File: src/rtl/tx_link_arbiter_if.sv
// Signal bundle between the packet sources, the tx_link_arbiter and the serial transmitter.
// The master modport is the arbiter's view. The slave modport is the view of the sources and transmitter.
interface tx_link_arbiter_if #(
  parameter int NUM_REQ = 4,
  parameter int DATA_W  = 55
);
  logic [NUM_REQ-1:0]        Req_Valid;
  logic [NUM_REQ*DATA_W-1:0] Req_Data;
  logic [NUM_REQ-1:0]        Req_Ack;
  logic [NUM_REQ-1:0]        Grant;
  logic [DATA_W-1:0]         TX_Data;
  logic                      TX_Data_Valid;
  logic                      TX_Ready;
  logic                      Busy;
  logic                      Tmo_Err;
  logic [15:0]               Sent_Count;

  modport master (
    input  Req_Valid, Req_Data, TX_Ready,
    output Req_Ack, Grant, TX_Data, TX_Data_Valid, Busy, Tmo_Err, Sent_Count
  );

  modport slave (
    output Req_Valid, Req_Data, TX_Ready,
    input  Req_Ack, Grant, TX_Data, TX_Data_Valid, Busy, Tmo_Err, Sent_Count
  );
endinterface

File: src/rtl/tx_link_arbiter.sv
// Round-robin arbiter that hands one serial transmitter to NUM_REQ packet sources.
// It sends one packet per grant: launch, wait for busy, wait for idle, with a timeout on launch.
module tx_link_arbiter #(
  parameter int NUM_REQ    = 4,
  parameter int DATA_W     = 55,
  parameter int LAUNCH_TMO = 16
) (
  input  logic                Clk_S,
  input  logic                Rst,
  tx_link_arbiter_if.master   lnk
);

  localparam int IDX_W = $clog2(NUM_REQ);
  localparam int TMR_W = $clog2(LAUNCH_TMO);
  localparam logic [TMR_W-1:0] TMR_LAST = TMR_W'(LAUNCH_TMO - 1);
  localparam logic [IDX_W-1:0] PTR_RST  = IDX_W'(NUM_REQ - 1);

  typedef enum logic [1:0] {IDLE, LAUNCH, WAIT_DONE} state_t;

  state_t               state_q, state_d;
  logic [IDX_W-1:0]     ptr_q, ptr_d;
  logic [IDX_W-1:0]     idx_q, idx_d;
  logic [TMR_W-1:0]     tmr_q, tmr_d;
  logic [NUM_REQ-1:0]   grant_q, grant_d;
  logic [NUM_REQ-1:0]   ack_q, ack_d;
  logic [DATA_W-1:0]    tx_data_p1, tx_data_p0;
  logic                 vld_p1, vld_p0;
  logic                 busy_q, busy_d;
  logic                 tmo_q, tmo_d;
  logic [15:0]          sent_count_q, sent_count_d;

  logic                 win_found;
  logic [IDX_W-1:0]     win_idx;
  logic [IDX_W-1:0]     cand;
  logic [DATA_W-1:0]    sel_data;

  // Rotating search: the first requester after the last owner wins.
  always_comb begin
    win_found = 1'b0;
    win_idx   = '0;
    cand      = '0;
    for (int k = 1; k <= NUM_REQ; k++) begin
      cand = IDX_W'((int'(ptr_q) + k) % NUM_REQ);
      if (!win_found && lnk.Req_Valid[cand]) begin
        win_found = 1'b1;
        win_idx   = cand;
      end
    end
  end

  assign sel_data = lnk.Req_Data[int'(win_idx)*DATA_W +: DATA_W];

  always_comb begin
    state_d      = state_q;
    ptr_d        = ptr_q;
    idx_d        = idx_q;
    tmr_d        = tmr_q;
    grant_d      = grant_q;
    ack_d        = '0;
    tx_data_p0   = tx_data_p1;
    vld_p0       = vld_p1;
    tmo_d        = tmo_q;
    sent_count_d = sent_count_q;
    unique case (state_q)
      IDLE: begin
        if (lnk.TX_Ready && win_found) begin
          idx_d      = win_idx;
          tx_data_p0 = sel_data;
          grant_d    = NUM_REQ'(1) << win_idx;
          vld_p0     = 1'b1;
          tmr_d      = '0;
          state_d    = LAUNCH;
        end
      end
      LAUNCH: begin
        if (!lnk.TX_Ready) begin
          ack_d        = NUM_REQ'(1) << idx_q;
          sent_count_d = sent_count_q + 16'd1;
          vld_p0       = 1'b0;
          state_d      = WAIT_DONE;
        end else if (tmr_q == TMR_LAST) begin
          // Give up on this launch and restart the rotation after the failed requester.
          tmo_d   = 1'b1;
          vld_p0  = 1'b0;
          grant_d = '0;
          ptr_d   = idx_q;
          state_d = IDLE;
        end else begin
          tmr_d = tmr_q + 1'b1;
        end
      end
      WAIT_DONE: begin
        if (lnk.TX_Ready) begin
          ptr_d   = idx_q;
          grant_d = '0;
          state_d = IDLE;
        end
      end
      default: state_d = IDLE;
    endcase
    busy_d = (state_d != IDLE);
  end

  // Register stage: every output comes straight from a flop.
  always_ff @(posedge Clk_S) begin
    if (Rst) begin
      state_q      <= IDLE;
      ptr_q        <= PTR_RST;
      idx_q        <= '0;
      tmr_q        <= '0;
      grant_q      <= '0;
      ack_q        <= '0;
      tx_data_p1   <= '0;
      vld_p1       <= 1'b0;
      busy_q       <= 1'b0;
      tmo_q        <= 1'b0;
      sent_count_q <= '0;
    end else begin
      state_q      <= state_d;
      ptr_q        <= ptr_d;
      idx_q        <= idx_d;
      tmr_q        <= tmr_d;
      grant_q      <= grant_d;
      ack_q        <= ack_d;
      tx_data_p1   <= tx_data_p0;
      vld_p1       <= vld_p0;
      busy_q       <= busy_d;
      tmo_q        <= tmo_d;
      sent_count_q <= sent_count_d;
    end
  end

  assign lnk.Grant         = grant_q;
  assign lnk.Req_Ack       = ack_q;
  assign lnk.TX_Data       = tx_data_p1;
  assign lnk.TX_Data_Valid = vld_p1;
  assign lnk.Busy          = busy_q;
  assign lnk.Tmo_Err       = tmo_q;
  assign lnk.Sent_Count    = sent_count_q;

endmodule

File: src/flat_wrapper.sv
// flat-port wrapper written by rule: the top's interface ports become plain ports
module tx_link_arbiter_flat 
#(
  parameter int NUM_REQ    = 4,
  parameter int DATA_W     = 55,
  parameter int LAUNCH_TMO = 16
)
  (Clk_S, Rst, lnk_Req_Valid, lnk_Req_Data, lnk_TX_Ready, lnk_Req_Ack, lnk_Grant, lnk_TX_Data, lnk_TX_Data_Valid, lnk_Busy, lnk_Tmo_Err, lnk_Sent_Count);
  tx_link_arbiter_if #(.NUM_REQ(NUM_REQ), .DATA_W(DATA_W)) lnk_i ();
  input  logic Clk_S;
  input  logic Rst;
  input wire logic [$bits(lnk_i.Req_Valid)-1:0] lnk_Req_Valid;
  input wire logic [$bits(lnk_i.Req_Data)-1:0] lnk_Req_Data;
  input wire logic [$bits(lnk_i.TX_Ready)-1:0] lnk_TX_Ready;
  output wire logic [$bits(lnk_i.Req_Ack)-1:0] lnk_Req_Ack;
  output wire logic [$bits(lnk_i.Grant)-1:0] lnk_Grant;
  output wire logic [$bits(lnk_i.TX_Data)-1:0] lnk_TX_Data;
  output wire logic [$bits(lnk_i.TX_Data_Valid)-1:0] lnk_TX_Data_Valid;
  output wire logic [$bits(lnk_i.Busy)-1:0] lnk_Busy;
  output wire logic [$bits(lnk_i.Tmo_Err)-1:0] lnk_Tmo_Err;
  output wire logic [$bits(lnk_i.Sent_Count)-1:0] lnk_Sent_Count;
  assign lnk_i.Req_Valid = lnk_Req_Valid;
  assign lnk_i.Req_Data = lnk_Req_Data;
  assign lnk_i.TX_Ready = lnk_TX_Ready;
  assign lnk_Req_Ack = lnk_i.Req_Ack;
  assign lnk_Grant = lnk_i.Grant;
  assign lnk_TX_Data = lnk_i.TX_Data;
  assign lnk_TX_Data_Valid = lnk_i.TX_Data_Valid;
  assign lnk_Busy = lnk_i.Busy;
  assign lnk_Tmo_Err = lnk_i.Tmo_Err;
  assign lnk_Sent_Count = lnk_i.Sent_Count;
  tx_link_arbiter #(.NUM_REQ(NUM_REQ), .DATA_W(DATA_W), .LAUNCH_TMO(LAUNCH_TMO)) u_core (.Clk_S(Clk_S), .Rst(Rst), .lnk(lnk_i));
endmodule
File: config.mk
export PLATFORM = sky130hd
export DESIGN_NAME = tx_link_arbiter_flat
export DESIGN_NICKNAME = d
export VERILOG_FILES = /design/src/rtl/tx_link_arbiter_if.sv /design/src/rtl/tx_link_arbiter.sv /design/src/flat_wrapper.sv
export SDC_FILE = /design/constraint.sdc
export NUM_CORES = 1
export LEC_CHECK = 0
export BUFFER_PORTS_ARGS = -buffer_cell sky130_fd_sc_hd__buf_2
export CORE_AREA = 3 3 118 120
export CTS_CLUSTER_DIAMETER = 120
export DETAILED_ROUTE_END_ITERATION = 8
export DIE_AREA = 0 0 121 123
export GPL_ROUTABILITY_DRIVEN = 0
export PLACE_DENSITY = 0.7
export SYNTH_ARGS = -nofsm -noshare
export SYNTH_HDL_FRONTEND = slang
export SYNTH_SLANG_ARGS = --single-unit
export TNS_END_PERCENT = 30
File: constraint.sdc
create_clock -name Clk_S -period 3.88 [get_ports Clk_S]
set_clock_uncertainty 0.15 [all_clocks]
set_input_delay 0 -clock Clk_S [delete_from_list [all_inputs] [get_ports Clk_S]]
set_output_delay 0 -clock Clk_S [all_outputs]
set_load 0.01 [all_outputs]
==> results.toml <==
[synthesis]
yosys_warnings = 0
synth_top_family_by_area = "compound AO/OA/AOI/OAI gates"
ys_ff_latch = 92
syn_inst = 537
yosysSeqAreaShare_pct = 39.3
yosys.area_share.adder_pct = 1.60
synthFlopType = "dfxtp_1"
synth_simple_gate_area_share_pct = 19.3
synth_xor_xnor_area_share_pct = 2.24
synth_compound_area_share_pct = 30.4
synthDistinctLibCells = 46
synth_nets = 770
synth_edf_count = 0
synthMuxAreaShare_pct = 0.641
synth.avg_cell_area_um2 = 8.72
async_flop_share_pct = 0
netlist_area_um2 = 4680

[detailed_routing]
drtIter0Drc = 620
first_pass_iters = 9
wl_per_cell_um = 16.4
vias_per_cell = 5.36
postRouteAntennaNets = 0
wl_um = 18100
vias = 5902
drc = 0

[sta]
finalCritPeriodShare_pct = 86.8
fin_setup_tns_ns = 0
slew_headroom_pct = 17.6
slew_viol_final = 0
finalHoldViolCount = 0
worst_pin_slew_ns = 1.24
period_needed_ns = 3.37
rsz0062_at_grt = "false"
setup_viol = 0
timing.fmax_mhz = 297
worst_hold_slack_ns = 0.0220

[pwr]
p_per_area_nw_per_um2 = 359
power_frac_comb_pct = 25.8
leakage_nw = 3.59
switchingPower_mw = 0.751
ir_drop_mv = 0.246
finalPower_mw = 2.76
p_int_mw = 2.01
swShare_pct = 27.2
p_clk_share_pct = 36.0
pwr-share-seq_pct = 38.2

[min_path]
worstHoldPathCells = 3
min_to = "u_core.lnk.TX_Data[25]"
min_from = "lnk_Req_Data[80]"
hold_class = "input port to register"

[clock_network]
cts.clk_slew.worst_paths_ns = 0.06
cts_buffer_depth = 2
cts-root-buf = "clkbuf_16"
cts_setup_buffers = 0
cts_buffers = 9
cts.htree.levels = 3
clock_sinks = 92
worstSkewPairLatency_ns = 0.33
cts_tree = "built"

[critical_path]
worst_path_max_delay_cell = "a222oi_1"
r2r_end = "u_core.lnk.TX_Data[30]"
critPathBufInv = 1
cp_max_fo = 55
crit_required_ns = 3.95
r2r_start = "u_core.ptr_q[1]"
critical_path_class = "register to register"
crit_arrival_ns = 3.44
cp_cell_sequence = "nor2b_1 -> o21ai_0 -> nand2_2 -> a222oi_1 -> a311oi_2 -> dlygate4sd3_1"
cp-start-kind = "register"
reg2reg_slack_ns = 0.51
cpPeakStageDelay_ns = 0.73
reg2reg_depth = 6
critPathCaptureType = "register"
critical-path-top-delay-family = "compound AO/OA/AOI/OAI gates"

[job]
drv_cap = 0

[floorplanning]
design.core.area_um2 = 13100
rows = 42
die-area_um2 = 14900
ios = 309
die_h_um = 123
start_util_pct = 35.8
fp.dieW_um = 121

[cells_and_area]
drive_gt1_share_pct = 38.0
fin_cells = 1101
final_nets = 1152
fin_area_um2 = 7690
area_growth_pct = 64.3

[outcome]
outcome = "complete, no violations"

[grt]
antenna_found_initial = 1
grtUsageTotal_pct = 22.7
grt_pass1_vias = 5478
grt_pass1_wl_um = 27300
grt_max_degree = 63
grt_overflow = 0

[placed_design]
place_hpwl_um = 12000
post_dp_cell_area_um2 = 6240
numPortBuffers = 308
dp.cells = 973
[placed cells by master (no fill, tap or decap), types with 4 or more instances in the layout]
master and n:
a311oi_1 43, dfxtp_1 92, xnor2_1 7, ha_1 6, nor3_1 5, a311oi_2 15, dlygate4sd3_1 111, xor2_1 5
a21oi_1 14, o21ai_0 10, inv_1 9, or3_1 5, nor2b_1 10, clkbuf_16 9, a222oi_1 55, nand4_1 6
buf_2 307, buf_4 5, nor2_1 81, nand3_1 8, nor4_1 6, nand2_1 71, nand2b_1 4
[cells in the mapped netlist, drive strengths merged (3+ instances only)]
cell type / count / share of area [%]
dfxtp: 92 / 39
nor2: 81 / 6.5
nand2: 72 / 5.8
a311oi: 58 / 13
a222oi: 55 / 12
clkbuf: 35 / 2.8
buf: 18 / 2.8
a21oi: 14 / 1.5
nor2b: 10 / 1.3
o21ai: 10 / 1.1
inv: 9 / 0.72
nand3: 8 / 0.86
xnor2: 7 / 1.3
ha: 6 / 1.6
nand4: 6 / 0.80
nor4: 6 / 0.80
nor3: 5 / 0.53
or3: 5 / 0.67
xor2: 5 / 0.94
and3: 4 / 0.53
nand2b: 4 / 0.53
mux2i: 3 / 0.64
[sequential cells by signal (all words and copies together) (netlist names), 2 cells and up]
name / count
u_core.lnk.Sent_Count: 16
u_core.idx_q: 2
u_core.lnk.Req_Ack: 4
u_core.ptr_q: 2
u_core.lnk.Grant: 4
u_core.lnk.TX_Data: 55
u_core.tmr_q: 4
u_core.state_q: 2
[kinds of logic after synthesis]
logic type	count (synthesis)
AND/OR/NAND/NOR	207
AO/OA/AOI/OAI	155
flip-flops	92
buffers and inverters	62
XOR/XNOR	12
adder cells (fa/ha/maj)	6
multiplexers	3
[area by class of cell]
type / count / area (um2)
clock buffers: 9 / 225
diodes: 2 / 5.00
inverters: 9 / 33.8
well taps: 176 / 220
flip-flops and latches: 92 / 1840
fillers: 1135 / 5390
multi-input cells: 383 / 2550
clock inverters: 6 / 113
repair buffers: 424 / 2710
[how the worst max path moves through the flow]
stage / slack (ns) / endpoint / depth (start not counted) / startpoint
2_1_floorplan: 1.96 / u_core.lnk.TX_Data[32] / 7 / u_core.ptr_q[1]
3_3_place_gp: 1.32 / u_core.lnk.TX_Data[33] / 5 / u_core.ptr_q[1]
3_5_place_dp: 1.24 / u_core.lnk.TX_Data[16] / 5 / u_core.ptr_q[1]
4_1_cts: 0.69 / u_core.lnk.TX_Data[16] / 6 / u_core.ptr_q[1]
5_1_grt: 0.33 / u_core.lnk.TX_Data[30] / 6 / u_core.ptr_q[1]
6_report: 0.51 / u_core.lnk.TX_Data[30] / 6 / u_core.ptr_q[1]
[worst min-delay path, stage by stage]
cell and delay [ns]:
buf_2 0.09, a222oi_1 0.20, a311oi_1 0.15
[power groups by stage]
stage               Combinational (mW)  Sequential, mW  Clock (mW)
floorplan                        0.297            1.11           0
global placement                 0.571            1.07           0
detailed placement               0.574            1.08           0
CTS                              0.704            1.06        1.02
global route                     0.778            1.07        1.07
finish                           0.712            1.06       0.994
[routing by layer]
metal	routed length [um]	global-route usage [%]	vias up
met5	0	0	-
met2	8780	39.2	310
met4	522	7.72	0
met1	7370	28.1	2707
met3	1430	4.99	40
li1	-	-	2845
[per-stage QoR]
| step | utilization, % | setup WS [ns] |
|---|---|---|
| after floorplan | - | 1.96 |
| after global placement | 47.7 | 1.32 |
| after detailed placement | 47.7 | 1.24 |
| after CTS | 58.8 | 0.687 |
| after global routing | 58.8 | 0.325 |
| final | 58.8 | 0.513 |
[what timing repair did]
item	in CTS	in global routing
endpoints found under the setup margin	0	0
resized for setup	0	0
hold buffers	111	0
hold endpoints to repair	68	0
Power figures use the tool's default switching activity.
